**src/rtl/ram_fifo_ctrl_if.sv**
```systemverilog
// ram_fifo_ctrl_if
//   Bundles the FIFO push/pop handshake, the status flags and the single-port
//   RAM drive of ram_fifo_ctrl.
//   slave  : seen by the controller (push/pop requests and ram_q in,
//            everything else out).
//   master : seen by the requester/RAM side (the mirror image).
//   Parameters: DW data width (matches the RAM word), AW address width.
interface ram_fifo_ctrl_if #(
  parameter int DW = 4,
  parameter int AW = 5
);
  logic          push;
  logic [DW-1:0] push_data;
  logic          push_ready;
  logic          pop;
  logic          pop_ready;
  logic          pop_valid;
  logic [DW-1:0] pop_data;
  logic          full;
  logic          empty;
  logic [AW:0]   count;
  logic          ram_we;
  logic [AW-1:0] ram_addr;
  logic [DW-1:0] ram_din;
  logic [DW-1:0] ram_q;

  modport slave (
    input  push, push_data, pop, ram_q,
    output push_ready, pop_ready, pop_valid, pop_data,
           full, empty, count, ram_we, ram_addr, ram_din
  );

  modport master (
    output push, push_data, pop, ram_q,
    input  push_ready, pop_ready, pop_valid, pop_data,
           full, empty, count, ram_we, ram_addr, ram_din
  );
endinterface

```
**src/rtl/ram_fifo_ctrl.sv**
```systemverilog
// ram_fifo_ctrl
//   FIFO controller in front of a single-port 2**AW x DW RAM with a one-cycle
//   registered read. One RAM access per cycle: push and pop are arbitrated.
//   Ports:
//     clk   : rising-edge clock
//     rst_n : asynchronous active-low reset
//     bus   : ram_fifo_ctrl_if.slave (push/pop handshake, full/empty/count,
//             pop_valid/pop_data, RAM we/addr/din drive and RAM q return)
//   Build option:
//     RAM_FIFO_FAIR_EN : when defined, contended cycles alternate between pop
//                        and push using a toggling priority flag; otherwise
//                        pop always wins.
module ram_fifo_ctrl #(
  parameter int DW = 4,
  parameter int AW = 5
) (
  input  logic                clk,
  input  logic                rst_n,
  ram_fifo_ctrl_if.slave      bus
);
  localparam logic [AW:0] DEPTH = {1'b1, {AW{1'b0}}};

  logic [AW-1:0] wr_ptr_q, wr_ptr_d;
  logic [AW-1:0] rd_ptr_q, rd_ptr_d;
  logic [AW:0]   count_q, count_d;
  logic          pop_valid_q, pop_valid_d;
`ifdef RAM_FIFO_FAIR_EN
  logic          prio_q, prio_d;
`endif

  logic          full_s, empty_s;
  logic          can_push_s, can_pop_s;
  logic          push_grant_s, pop_grant_s;
  logic          push_ready_s, pop_ready_s;

  assign full_s  = (count_q == DEPTH);
  assign empty_s = (count_q == {(AW+1){1'b0}});

  // Gating with rst_n keeps ram_we and both readies low while reset is held.
  assign can_push_s = rst_n & bus.push & ~full_s;
  assign can_pop_s  = rst_n & bus.pop  & ~empty_s;

  // Arbitration; each ready is what the grant would be if its own request
  // were high, so neither ready depends on its own request.
  always_comb begin
`ifdef RAM_FIFO_FAIR_EN
    pop_grant_s  = can_pop_s  & ~(can_push_s & prio_q);
    push_grant_s = can_push_s & ~(can_pop_s & ~prio_q);
    push_ready_s = rst_n & ~full_s  & ~(can_pop_s & ~prio_q);
    pop_ready_s  = rst_n & ~empty_s & ~(can_push_s & prio_q);
`else
    pop_grant_s  = can_pop_s;
    push_grant_s = can_push_s & ~can_pop_s;
    push_ready_s = rst_n & ~full_s & ~can_pop_s;
    pop_ready_s  = rst_n & ~empty_s;
`endif
  end

  // RAM drive: write on a push grant, otherwise present the read pointer.
  always_comb begin
    bus.ram_we   = 1'b0;
    bus.ram_addr = rd_ptr_q;
    bus.ram_din  = {DW{1'b0}};
    if (push_grant_s) begin
      bus.ram_we   = 1'b1;
      bus.ram_addr = wr_ptr_q;
      bus.ram_din  = bus.push_data;
    end else begin
      bus.ram_we   = 1'b0;
      bus.ram_addr = rd_ptr_q;
      bus.ram_din  = {DW{1'b0}};
    end
  end

  // Next-state: pointers wrap naturally at 2**AW; at most one grant per cycle.
  always_comb begin
    wr_ptr_d    = wr_ptr_q;
    rd_ptr_d    = rd_ptr_q;
    count_d     = count_q;
    pop_valid_d = pop_grant_s;
    if (push_grant_s) begin
      wr_ptr_d = wr_ptr_q + {{(AW-1){1'b0}}, 1'b1};
    end else begin
      wr_ptr_d = wr_ptr_q;
    end
    if (pop_grant_s) begin
      rd_ptr_d = rd_ptr_q + {{(AW-1){1'b0}}, 1'b1};
    end else begin
      rd_ptr_d = rd_ptr_q;
    end
    case ({push_grant_s, pop_grant_s})
      2'b10:   count_d = count_q + {{AW{1'b0}}, 1'b1};
      2'b01:   count_d = count_q - {{AW{1'b0}}, 1'b1};
      default: count_d = count_q;
    endcase
  end

`ifdef RAM_FIFO_FAIR_EN
  // Fairness flag flips after every contended cycle.
  assign prio_d = prio_q ^ (can_push_s & can_pop_s);
`endif

  // State register.
  always_ff @(posedge clk or negedge rst_n) begin
    if (!rst_n) begin
      wr_ptr_q    <= {AW{1'b0}};
      rd_ptr_q    <= {AW{1'b0}};
      count_q     <= {(AW+1){1'b0}};
      pop_valid_q <= 1'b0;
`ifdef RAM_FIFO_FAIR_EN
      prio_q      <= 1'b0;
`endif
    end else begin
      wr_ptr_q    <= wr_ptr_d;
      rd_ptr_q    <= rd_ptr_d;
      count_q     <= count_d;
      pop_valid_q <= pop_valid_d;
`ifdef RAM_FIFO_FAIR_EN
      prio_q      <= prio_d;
`endif
    end
  end

  assign bus.push_ready = push_ready_s;
  assign bus.pop_ready  = pop_ready_s;
  assign bus.pop_valid  = pop_valid_q;
  assign bus.pop_data   = pop_valid_q ? bus.ram_q : {DW{1'b0}};
  assign bus.full       = full_s;
  assign bus.empty      = empty_s;
  assign bus.count      = count_q;
endmodule

```
**src/flat_wrapper.sv**
```systemverilog
// flat-port wrapper written by rule: the top's interface ports become plain ports
module ram_fifo_ctrl_flat 
#(
  parameter int DW = 4,
  parameter int AW = 5
)
  (clk, rst_n, bus_push, bus_push_data, bus_pop, bus_ram_q, bus_push_ready, bus_pop_ready, bus_pop_valid, bus_pop_data, bus_full, bus_empty, bus_count, bus_ram_we, bus_ram_addr, bus_ram_din);
  ram_fifo_ctrl_if #(.DW(DW), .AW(AW)) bus_i ();
  input  logic clk;
  input  logic rst_n;
  input wire logic [$bits(bus_i.push)-1:0] bus_push;
  input wire logic [$bits(bus_i.push_data)-1:0] bus_push_data;
  input wire logic [$bits(bus_i.pop)-1:0] bus_pop;
  input wire logic [$bits(bus_i.ram_q)-1:0] bus_ram_q;
  output wire logic [$bits(bus_i.push_ready)-1:0] bus_push_ready;
  output wire logic [$bits(bus_i.pop_ready)-1:0] bus_pop_ready;
  output wire logic [$bits(bus_i.pop_valid)-1:0] bus_pop_valid;
  output wire logic [$bits(bus_i.pop_data)-1:0] bus_pop_data;
  output wire logic [$bits(bus_i.full)-1:0] bus_full;
  output wire logic [$bits(bus_i.empty)-1:0] bus_empty;
  output wire logic [$bits(bus_i.count)-1:0] bus_count;
  output wire logic [$bits(bus_i.ram_we)-1:0] bus_ram_we;
  output wire logic [$bits(bus_i.ram_addr)-1:0] bus_ram_addr;
  output wire logic [$bits(bus_i.ram_din)-1:0] bus_ram_din;
  assign bus_i.push = bus_push;
  assign bus_i.push_data = bus_push_data;
  assign bus_i.pop = bus_pop;
  assign bus_i.ram_q = bus_ram_q;
  assign bus_push_ready = bus_i.push_ready;
  assign bus_pop_ready = bus_i.pop_ready;
  assign bus_pop_valid = bus_i.pop_valid;
  assign bus_pop_data = bus_i.pop_data;
  assign bus_full = bus_i.full;
  assign bus_empty = bus_i.empty;
  assign bus_count = bus_i.count;
  assign bus_ram_we = bus_i.ram_we;
  assign bus_ram_addr = bus_i.ram_addr;
  assign bus_ram_din = bus_i.ram_din;
  ram_fifo_ctrl #(.DW(DW), .AW(AW)) u_core (.clk(clk), .rst_n(rst_n), .bus(bus_i));
endmodule
```
**config.mk**
```make
export PLATFORM = sky130hd
export DESIGN_NAME = ram_fifo_ctrl_flat
export DESIGN_NICKNAME = d
export VERILOG_FILES = /design/src/rtl/ram_fifo_ctrl_if.sv /design/src/rtl/ram_fifo_ctrl.sv /design/src/flat_wrapper.sv
export SDC_FILE = /design/constraint.sdc
export NUM_CORES = 1
export LEC_CHECK = 0
export ABC_AREA = 1
export BUFFER_PORTS_ARGS = -buffer_cell sky130_fd_sc_hd__buf_2
export CAP_MARGIN = 15
export CORE_MARGIN = 1.5
export CORE_UTILIZATION = 53
export CTS_BUF_LIST = sky130_fd_sc_hd__clkbuf_8 sky130_fd_sc_hd__clkbuf_16
export CTS_CLUSTER_SIZE = 16
export DETAILED_ROUTE_END_ITERATION = 7
export PLACE_DENSITY = 0.83
export SYNTH_ARGS = -nofsm -noshare
export SYNTH_HDL_FRONTEND = slang
export SYNTH_SLANG_ARGS = --single-unit
```
**constraint.sdc**
```tcl
create_clock -name clk -period 3.45 [get_ports clk]
set_clock_uncertainty 0.1 [all_clocks]
set_input_delay 0.5175 -clock clk [delete_from_list [all_inputs] [get_ports clk]]
set_output_delay 0.5175 -clock clk [all_outputs]
set_load 0.01 [all_outputs]
```
* Yosys cells after proc, flatten, opt, wreduce, memory -nomap -nowiden
Cells that the tools add are included.
Operators by class: $add $sub $neg 4, equal/unequal tests 3, multiplexer cells 5, bitwise operators 11, reduce and logical (&&, ||, !) cells 2
Operator list (count):
- $pmux W6 S2 | 1
- $add A5 B1 Y5 const B | 2
- $and A1 B1 Y1 | 8
- $mux W4 | 2
- $add A6 B1 Y6 const B | 1
- $eq A6 B6 Y1 const B | 1
- $logic_not A6 Y1 | 1
- $sub A6 B1 Y6 const B | 1
- $mux W5 | 1
- $not A1 Y1 | 3
- $eq A2 B1 Y1 const B | 1
- $eq A2 B2 Y1 const B | 1
- $reduce_bool A2 Y1 | 1
- $mux W1 | 1
Word-level totals: bits in registers 17, bits of input ports 12, word-level logic and storage cells 29

* Longest topological paths before layout
Gate-level depths: netlist of the first run.
depth after elaboration 7, gate-level depth with buffers 13, mapped depth without buffers 13

* Worst setup path before layout of the first run
OpenSTA, ideal clock, no wires.
kind reg-to-reg, from register u_core.count_q[1] (netlist: u_core.bus.count[1]), to register u_core.count_q[5] (netlist: u_core.bus.count[5]), setup time 0.117 ns, arrival time 1.857 ns, required time 3.233 ns, slack 1.377 ns, cell stages (with the launch flop) 13, path buffers 0, clock period less this slack 2.073 ns, cells stage by stage dfrtp_1 > nor2_1 > nand3_2 > nand2_4 > inv_1 > ha_1 > a21o_1 > nor2_1 > nand2_1 > nand2_1 > nand2_1 > nand2_1 > nand2_1
On the way: longest elaborated chain between the ends 7, elaborated cells on any way between the ends 14
Ends and longest elaborated chain:
- start: declaration | line ram_fifo_ctrl.sv:25 | logic [AW:0] count_q, count_d;
- start signal: assignment | line ram_fifo_ctrl.sv:108 | count_q <= {(AW+1){1'b0}};
- start signal: assignment | line ram_fifo_ctrl.sv:116 | count_q <= count_d;
- $logic_not A6 Y1 (*) | line ram_fifo_ctrl.sv:37 | assign empty_s = (count_q == {(AW+1){1'b0}});
- $not A1 Y1 (*) | line ram_fifo_ctrl.sv:41 | assign can_pop_s = rst_n & bus.pop & ~empty_s;
- $and A1 B1 Y1 (*) | line ram_fifo_ctrl.sv:41
- net u_core.can_pop_s | line ram_fifo_ctrl.sv:32 | logic can_push_s, can_pop_s;
- $not A1 Y1 | line ram_fifo_ctrl.sv:53 | push_grant_s = can_push_s & ~can_pop_s;
- $and A1 B1 Y1 | line ram_fifo_ctrl.sv:53
- $eq A2 B1 Y1 or $eq A2 B2 Y1 (tied branches) | line ram_fifo_ctrl.sv:91 | case ({push_grant_s, pop_grant_s})
- $pmux W6 S2 or $reduce_bool A2 Y1 (tied branches)
The timed path passes the listed nets; every way through them passes the cells marked *. A chain may end at the register's enable or synchronous reset.

* Worst setup path after layout of the first run
from register u_core.count_q[1] (netlist: u_core.bus.count[1]), to output port bus_ram_addr[0]
On the way: longest elaborated chain between the ends 6, elaborated cells on any way between the ends 9
Ends and longest elaborated chain:
- $logic_not A6 Y1 | line ram_fifo_ctrl.sv:37
- $not A1 Y1 | line ram_fifo_ctrl.sv:41
- $and A1 B1 Y1 | line ram_fifo_ctrl.sv:41
- $not A1 Y1 | line ram_fifo_ctrl.sv:53
- $and A1 B1 Y1 (*) | line ram_fifo_ctrl.sv:53
- $mux W5 (*) | line ram_fifo_ctrl.sv:64 | if (push_grant_s) begin
- end: declaration | line flat_wrapper.sv:23 | output wire logic [$bits(bus_i.ram_addr)-1:0] bus_ram_addr;
Every way passes the cells marked *; elsewhere a longest branch is shown, timed or not.

==> results of run 1 <==
[critical path: cells and delay by family, from the launching register on]
family          cells  cell delay (ns)
simple gates        5             0.81
flops               1             0.42
buf+inv             2             0.34
compound gates      1             0.07
[routing by layer]
layer | part of all wire, % | track usage [%] | routed length [µm]
met4 | 1.1 | 7.14 | 25
met1 | 43 | 25.4 | 1010
met2 | 50 | 40.4 | 1170
met3 | 6.1 | 2.76 | 144
met5 | 0 | 0 | 0
[metrics by stage]
stage	area, µm²	total power, mW	util, %	hold slack (ns)
6_report	1370	1.02	69.7	0.00475
5_1_grt	1370	1.12	69.7	0.0152
4_1_cts	1370	1.03	69.7	0.00364
3_5_place_dp	1320	0.877	67.4	0.272
3_3_place_gp	1320	0.861	67.4	0.271
2_1_floorplan	1110	0.727	-	0.122
[Yosys cell counts (all sizes together)]
master	n	share of area, %
a21oi	5	2.2
nand3	12	7.0
ha	6	6.7
dfrtp	17	38
inv	26	8.8
nand4	1	0.56
buf	1	1.0
a21o	1	0.68
o21ai	10	5.8
xnor2	3	2.4
fa	1	1.8
xor2	6	4.7
nand2	40	14
nor2	16	5.6
[layout make-up]
type | count | area, µm² | share of cell area (%)
inverter | 26 | 97.6 | 7.14
multi-input combinational | 101 | 578 | 42.3
clock inverter | 1 | 3.75 | 0.274
clock buffer | 3 | 41.3 | 3.02
tap | 27 | 33.8 | 2.47
timing repair buffer | 37 | 188 | 13.7
sequential | 17 | 425 | 31.1
[report_power, final]
part | internal [mW] | total [mW] | switching, mW
Combinational | 0.210 | 0.491 | 0.281
Clock | 0.0788 | 0.144 | 0.0654
Sequential | 0.290 | 0.386 | 0.0955
Total | 0.579 | 1.02 | 0.442
[how the worst max path moves through the flow]
stage                     endpoint  slack (ns)  depth (start not counted)
4_1_cts            bus_ram_addr[0]        0.91                          8
2_1_floorplan  u_core.bus.count[5]        1.38                         12
6_report           bus_ram_addr[0]        0.93                          8
3_5_place_dp   u_core.bus.count[5]        1.08                         13
5_1_grt            bus_ram_addr[0]        0.77                          8
3_3_place_gp   u_core.bus.count[5]        1.15                         13
[flip-flops by register name, summed over array words and instances (netlist names)]
signal,flops
u_core.rd_ptr_q,5
u_core.bus.pop_valid,1
u_core.bus.count,6
u_core.wr_ptr_q,5
[cell families (layout without fill, tap and decap cells)]
logic type      after synthesis  in the layout  synth area share (%)
compound gates               16             16                  8.77
xor+xnor                      9              9                  7.09
fa+ha+maj                     7              7                  8.55
buf+inv                      27             67                  9.79
flops                        17             17                  38.2
simple gates                 69             69                  27.6
==> metrics.yaml, run 1 <==
status: "finished clean"
fill_cells: 177
final.setup.tns_ns: 0
layout_setup_ws_ns: 0.931
hold_class: "input pin to asynchronous set/reset pin"
fp.dieArea_um2: 2380
areaGrowthSynthToFinish_pct: 22.9
r2r-start: "u_core.bus.count[1]"
synthCells: 145
clock_sinks: 17
boundaryPins: 37
grt_max_degree: 18
synth_cell_types: 21
crit_arrival_ns: 1.90
crit_chain: "nor2_1 -> nand3_2 -> nand2_4 -> nand3_4 -> inv_2 -> nand2_1 -> o21ai_0 -> buf_2"
setup_violations: 0
synth_nets: 164
grt_pass1_vias: 1051
dp_hpwl_mm: 1.81
cts_resized: 0
fin_crit_ns: 2.52
peakVddDrop_uv: 481
crit_fanout: 17
cts_tree: "yes"
relSlewSlack_pct: 83.4
max_slew.worst_pin.slew_ns: 0.248
end_kind: "output pin"
crit_slowest_cell: "dfrtp_1"
root_buffer: "clkbuf_8"
syn_avg_cell_area_um2: 7.67
die_h_um: 48.8
final_nets: 205
rrSetupSlack_ns: 1.09
synth_area_um2: 1110
layoutNonFillerInstCount: 212
timing_worst_setup_path_type: "register to output pin"
post-cts-setup-buffer-count: 0
start_util_pct: 56.7
seq_area_frac_synth_pct: 38.2
rr_endpoint: "u_core.bus.count[5]"
numPortBuffers: 36
start_kind: "register"
vias: 1049
antenna_cells: 0
final_cell_mix: "nand2_1 (38), buf_2 (36), inv_1 (26)"
p_leak_nw: 0.832
cts_made_buffers: 3
maxCapViolCount: 0
gp_congestion: 0.818
wirelength_mm: 2.35
htreeDepth: 1
wl_per_cell_um: 11.1
fin_crit_sh_pct: 73.0
maxSlewViolCount: 0
grt_pass1_wl_mm: 4.16
crit_start: "u_core.bus.count[1]"
mostFrequentLayoutCell: "nand2_1"
pre_cts_slack_ns: 1.08
path_clk_slew_ns: 0.07
coreArea_um2: 1960
die_w_um: 48.8
vias_per_cell: 4.95
ys_warn_count: 0
antenna_found_initial: 0
grt_overflow: 0
cpPeakStageDelay_ns: 0.42
grt_usage_pct: 21.6
drc_errors: 0
insertion_delay_ns: 0.24
max_freq_mhz: 397
cts_max_path_buffers: 2
ctsHoldBuffers: 0
finalHoldViolations: 0
rows: 16
drt_iter0_drc: 14
ys_ff_latch: 17
firstDrtPassIters: 4
ff2ff_path_depth: 13
placedCellCount: 208
drive_gt1_share_pct: 27.0
power_density_nw_per_um2: 747
cp_data_required_time_ns: 2.83
rsz0062_at_grt: "no"
final_antenna_net_count: 0
(Power assumes the default switching activity.)
==> run 2, diff against run 1 <==
--- a/config.mk
+++ b/config.mk
@@ -9,11 +9,11 @@
 export BUFFER_PORTS_ARGS = -buffer_cell sky130_fd_sc_hd__buf_2
 export CAP_MARGIN = 15
 export CORE_MARGIN = 1.5
-export CORE_UTILIZATION = 53
+export CORE_UTILIZATION = 45
 export CTS_BUF_LIST = sky130_fd_sc_hd__clkbuf_8 sky130_fd_sc_hd__clkbuf_16
 export CTS_CLUSTER_SIZE = 16
 export DETAILED_ROUTE_END_ITERATION = 7
-export PLACE_DENSITY = 0.83
+export PLACE_DENSITY = 0.75
 export SYNTH_ARGS = -nofsm -noshare
 export SYNTH_HDL_FRONTEND = slang
 export SYNTH_SLANG_ARGS = --single-unit
==> constraint.sdc (replaced) <==
create_clock -name clk -period 2.2 [get_ports clk]
set_clock_uncertainty 0.1 [all_clocks]
set_input_delay 0.33 -clock clk [delete_from_list [all_inputs] [get_ports clk]]
set_output_delay 0.33 -clock clk [all_outputs]
set_load 0.01 [all_outputs]
==> run 2 against run 1 <==
The flow now finishes with violations (hold timing). Non-clock buffer count rose by 14. Clock power up 61%. Global-route usage is 0.91 points lower. Clock-buffer cell count unchanged. Combinational power increased by 85%. First-iteration DRC count is 36% lower. Sequential share of layout area shrank 3.2 points. Largest cell class unchanged. Highest routed layer unchanged.
==> metrics.yaml, run 2 (synthesis gave the netlist of run 1 again) <==
final_cell_mix: "nand2_1 (38), buf_2 (36), inv_1 (25)"
vias: 1080  # +3.0%
root_buffer: "clkbuf_8"
drive_gt1_share_pct: 34.7  # +7.6 points
largest_register_ffs: 6  # unchanged
grt_max_degree: 20  # +2
timing_worst_setup_path_type: "register to output pin"
ctsHoldBuffers: 0  # unchanged
clock_sinks: 17  # unchanged
grt_pass1_wl_mm: 4.19  # +0.67%
cp_data_required_time_ns: 1.77  # -1.06 ns
start_util_pct: 48.9  # -7.8 points
drt_iter0_drc: 9  # -5
coreArea_um2: 2280  # +16%
drc_errors: 0  # unchanged
placedCellCount: 213  # +2.4%
maxSlewViolCount: 0  # unchanged
maxCapViolCount: 0  # unchanged
max_freq_mhz: 471
vias_per_cell: 4.76  # -3.8%
final_nets: 219  # +6.8%
rows: 17  # +1
max_slew.worst_pin.slew_ns: 0.231  # -0.0172 ns
cts_max_path_buffers: 2  # unchanged
layout_setup_ws_ns: 0.0764  # -0.854 ns
fin_crit_sh_pct: 96.5
end_kind: "output pin"
dp_hpwl_mm: 1.99  # +9.8%
p_leak_nw: 0.912  # +9.6%
boundaryPins: 37  # unchanged
htreeDepth: 1  # unchanged
setup_violations: 0  # unchanged
final.setup.tns_ns: 0  # unchanged
rsz0062_at_grt: "yes"
power_density_nw_per_um2: 1130  # +51%
pre_cts_slack_ns: 0.109  # -0.968 ns
wirelength_mm: 2.54  # +8.2%
antenna_cells: 0  # unchanged
crit_fanout: 7  # -10
grt_overflow: 0  # unchanged
wl_per_cell_um: 11.2  # +1.0%
antenna_found_initial: 0  # unchanged
finish.utilization_pct: 67.3  # -2.4 points
cpPeakStageDelay_ns: 0.39  # -0.03 ns
cts_tree: "yes"
fin_crit_ns: 2.12
crit_slowest_cell: "dfrtp_1"
hold_class: "input pin to asynchronous set/reset pin"
crit_arrival_ns: 1.69  # -0.21 ns
areaGrowthSynthToFinish_pct: 37.7
finalHoldViolations: 17  # +17
grt_usage_pct: 20.7  # -0.91 points
crit_chain: "nor2_2 -> nand3_2 -> nand2_4 -> buf_8 -> nand3_4 -> buf_12 -> nand2_1 -> o21ai_2 -> buf_2"
numPortBuffers: 36  # unchanged
layoutNonFillerInstCount: 227  # +7.1%
start_kind: "register"
peakVddDrop_uv: 677  # +41%
finalPower_mw: 1.72  # +69%
status: "finished, violations left"
mostFrequentLayoutCell: "nand2_1"
path_clk_slew_ns: 0.07  # about the same
grt_pass1_vias: 984  # -6.4%
cts_made_buffers: 3  # unchanged
failed_checks: "hold timing"
relSlewSlack_pct: 84.4  # +1.0 points
firstDrtPassIters: 4  # unchanged
die_h_um: 52.7  # +8.0%
final_antenna_net_count: 0  # unchanged
gp_congestion: 0.878  # +7.2%
insertion_delay_ns: 0.25  # about the same
fp.dieArea_um2: 2780  # +17%
fin_hold_ws_ns: -0.00935  # -0.0141 ns
die_w_um: 52.7  # +8.0%
## run 2: cell types whose count changed in the layout (fill, tap and decap cells not counted), sizes merged
cell | before | now
clkbuf | 3 | 4
clkinv | 0 | 1
buf | 37 | 50
inv | 27 | 26
## run 2: worst paths after layout
kind	startpoint	endpoint	slack [ns]	cells past startpoint
worst max-delay path	u_core.bus.count[3]	bus_ram_addr[4]	0.08	9
worst min-delay path	rst_n	u_core.rd_ptr_q[0]	-0.009	2
min in group clk	u_core.rd_ptr_q[3]	u_core.rd_ptr_q[3]	0.41	1
max in group asynchronous	rst_n	u_core.bus.count[1]	1.79	2
worst min register to register	u_core.rd_ptr_q[3]	u_core.rd_ptr_q[3]	0.41	1
worst max register to register	u_core.bus.count[3]	u_core.bus.count[5]	0.17	13
## run 2: timing repair
action                                  in CTS  in global routing
gates cloned                                 0                  1
endpoints found under the setup margin       6                 10
buffers inserted                             2                  7
resized for setup                            2                  6
pin swaps                                    0                  3
## run 2: layer usage
metal  routed length, µm  up-vias  share of wire, %  global-route usage (%)
met1                1030      485                40                    22.1
met2                1320       33                52                    39.0
met4                  37        0               1.5                    7.26
met3                 159        4               6.3                    4.86
li1                    -      558                 -                       -
met5                   0        -                 0                       0
## run 2: cell type report
cell class | count | area, µm²
fill | 190 | 744
sequential | 17 | 427
clock inverter | 1 | 5.00
timing repair buffer | 51 | 330
multi-input combinational | 101 | 593
inverter | 26 | 100
clock buffer | 3 | 41.3
tap | 28 | 35.0
## run 2: through the flow
step                area, µm²  hold slack (ns)
floorplan                1110          -0.0656
global placement         1350            0.264
detailed placement       1350            0.269
CTS                      1430          0.00304
global route             1530          0.00613
finish                   1530         -0.00935
## run 2: critical path: cells and delay by family, from the launching register on
family / cells / cell delay, ns
flops: 1 / 0.39
buf+inv: 3 / 0.41
simple gates: 5 / 0.60
compound gates: 1 / 0.05
## run 2: power by group
group	internal, mW	total, mW	leakage, nW	switching, mW
Sequential	0.457	0.586	0.205	0.129
Clock	0.125	0.232	0.0255	0.106
Combinational	0.407	0.907	0.681	0.500
==> run 3, diff against run 2 <==
--- a/config.mk
+++ b/config.mk
@@ -10,7 +10,7 @@
 export CAP_MARGIN = 15
 export CORE_MARGIN = 1.5
 export CORE_UTILIZATION = 45
-export CTS_BUF_LIST = sky130_fd_sc_hd__clkbuf_8 sky130_fd_sc_hd__clkbuf_16
+export CTS_BUF_LIST = sky130_fd_sc_hd__clkbuf_4 sky130_fd_sc_hd__clkbuf_8 sky130_fd_sc_hd__clkbuf_16
 export CTS_CLUSTER_SIZE = 16
 export DETAILED_ROUTE_END_ITERATION = 7
 export PLACE_DENSITY = 0.75
==> constraint.sdc (replaced) <==
create_clock -name clk -period 2.2 [get_ports clk]
set_clock_uncertainty 0.1 [all_clocks]
set_input_delay 0.11 -clock clk [delete_from_list [all_inputs] [get_ports clk]]
set_output_delay 0.11 -clock clk [all_outputs]
set_load 0.01 [all_outputs]
==> run 3 against run 2 <==
The flow now finishes without violations. Hold slack better by 0.18 ns. Critical endpoint is now u_core.bus.count[5]. Routed wire length up 11%. Core utilization up 0.93 points. Cell area up 1.4%. Final cell count unchanged. Register-to-register slack worse by 0.17 ns.
==> metrics.yaml, run 3 (synthesis gave the netlist of run 1 again) <==
status: "finished clean"
fin_crit_sh_pct: 99.8  # +3.3 points
placedCellCount: 211  # -0.94%
dr_wl_met2_mm: 1.49  # +13%
clock_sinks: 17  # unchanged
start_util_pct: 48.9  # unchanged
max_freq_mhz: 456  # -3.3%
drt_iter0_drc: 10  # +1
wirelength_mm: 2.82  # +11%
insertion_delay_ns: 0.30  # +0.05 ns
wl_per_cell_um: 12.4  # +11%
path_clk_slew_ns: 0.10  # +0.03 ns
maxCapViolCount: 0  # unchanged
firstDrtPassIters: 4  # unchanged
finish.utilization_pct: 68.2  # +0.93 points
drc_errors: 0  # unchanged
hold_class: "input pin to register"
max_slew.worst_pin.slew_ns: 0.270  # +0.0386 ns
rsz0062_at_grt: "yes"
grt_pass1_wl_mm: 4.16  # -0.67%
design_area_um2: 1550  # +1.4%
layout_setup_ws_ns: 0.00484  # -0.0716 ns
timing_worst_setup_path_type: "register to register"
areaGrowthSynthToFinish_pct: 39.6
start_kind: "register"
fin_crit_ns: 2.20  # +0.0716 ns
fp.dieArea_um2: 2780  # unchanged
p_leak_nw: 0.885  # -2.9%
mostFrequentLayoutCell: "nand2_1"
antenna_found_initial: 0  # unchanged
crit_fanout: 8  # +1
drive_gt1_share_pct: 38.2  # +3.5 points
grt_overflow: 0  # unchanged
antenna_cells: 0  # unchanged
root_buffer: "clkbuf_4"
layoutNonFillerInstCount: 227  # unchanged
die_h_um: 52.7  # unchanged
final.setup.tns_ns: 0  # unchanged
cts_made_buffers: 3  # unchanged
cts_tree: "yes"
worstHoldStart: "bus_push"
setup_violations: 0  # unchanged
r2r-start: "u_core.bus.count[3]"
finalHoldViolations: 0  # -17
grt_usage_pct: 20.9  # +0.16 points
gp_congestion: 0.795  # -9.4%
coreArea_um2: 2280  # unchanged
cts_max_path_buffers: 2  # unchanged
finalPower_mw: 1.83  # +6.2%
crit_arrival_ns: 2.30  # +0.61 ns
rows: 17  # unchanged
largest_register_ffs: 6  # unchanged
highest_layer: "met4"
wl_met3_um: 139  # -13%
rr_endpoint: "u_core.bus.count[5]"
boundaryPins: 37  # unchanged
end_kind: "register"
maxSlewViolCount: 0  # unchanged
m1WireLength_mm: 1.13  # +11%
clockPowerShare_pct: 9.4  # -4.0 points
intPower_mw: 1.02  # +3.2%
holdPathEnd: "u_core.bus.count[4]"
relSlewSlack_pct: 82.0  # -2.5 points
final_cell_mix: "nand2_1 (37), buf_2 (36), inv_1 (24)"
final_nets: 219  # unchanged
min_path_cells: 6
power_density_nw_per_um2: 1180  # +4.7%
fill_cells: 186  # -2.1%
rrSetupSlack_ns: 0.005  # -0.17 ns
vias: 1115  # +3.2%
grt_max_degree: 21  # +5.0%
numPortBuffers: 36  # unchanged
place_area_um2: 1340  # -1.1%
dp_hpwl_mm: 1.97  # -1.0%
die_w_um: 52.7  # unchanged
cp_data_required_time_ns: 2.31  # +0.54 ns
switching_share_pct: 44.3  # +1.6 points
vias_per_cell: 4.91  # +3.2%
combPwrFrac_pct: 57.0  # +4.4 points
grt_pass1_vias: 969  # -1.5%
pre_cts_slack_ns: 0.0591  # -0.0495 ns
p_seq_share_pct: 33.7  # -0.3 points
ff2ff_path_depth: 12  # -1
final_antenna_net_count: 0  # unchanged
peakVddDrop_uv: 824  # +22%
fin_hold_ws_ns: 0.169  # +0.178 ns
htreeDepth: 1  # unchanged
switchingPower_mw: 0.811  # +10%
-- run 3: final cells by class --
type                            instances  area [µm²]  area share (%)
Clock inverter                          1        5.00           0.322
Tap cell                               28        35.0            2.26
Multi-Input combinational cell        101         652            42.0
Inverter                               26         101            6.53
Timing Repair Buffer                   51         308            19.8
Sequential cell                        17         429            27.6
Clock buffer                            3        22.5            1.45
-- run 3: worst max-delay path, cell delays in order (launching register included) --
cell	delay, ns
dfrtp_2	0.45
nor2_4	0.15
nand3_4	0.10
nand2_4	0.08
clkinvlp_4	0.22
ha_4	0.37
nand2_1	0.10
inv_1	0.08
nand4_1	0.13
nand3_1	0.16
nand2_1	0.06
nand2_1	0.06
nand2_1	0.04
-- run 3: power groups by stage --
stage | Clock, mW | Sequential (mW) | Combinational, mW
finish | 0.171 | 0.616 | 1.04
global route | 0.191 | 0.630 | 1.17
CTS | 0.182 | 0.596 | 0.813
detailed placement | 0 | 0.602 | 0.799
global placement | 0 | 0.595 | 0.773
floorplan | 0 | 0.607 | 0.533
-- run 3: what timing repair did --
action / in CTS / in global routing
endpoints found under the setup margin: 1 / 2
hold buffers: 1 / 0
pin swaps: 0 / 6
hold endpoints to repair: 17 / 0
setup buffers: 2 / 9
gates resized for setup: 0 / 17
-- run 3: metal layers --
metal	track usage (%)	up-vias
met4	8.97	0
met3	3.71	5
li1	-	558
met2	37.9	39
met5	0	-
met1	23.5	513
-- run 3: how the worst max path moves through the flow --
| stage | startpoint | endpoint | slack [ns] | cells past startpoint |
|---|---|---|---|---|
| finish | u_core.bus.count[3] | u_core.bus.count[5] | 0.005 | 12 |
| global route | u_core.bus.count[3] | u_core.bus.count[5] | -0.11 | 12 |
| CTS | u_core.bus.count[1] | u_core.bus.count[5] | 0.04 | 13 |
| detailed placement | u_core.bus.count[1] | u_core.bus.count[5] | 0.06 | 13 |
| global placement | u_core.bus.count[1] | u_core.bus.count[5] | 0.16 | 12 |
| floorplan | u_core.bus.count[1] | u_core.bus.count[5] | 0.13 | 12 |
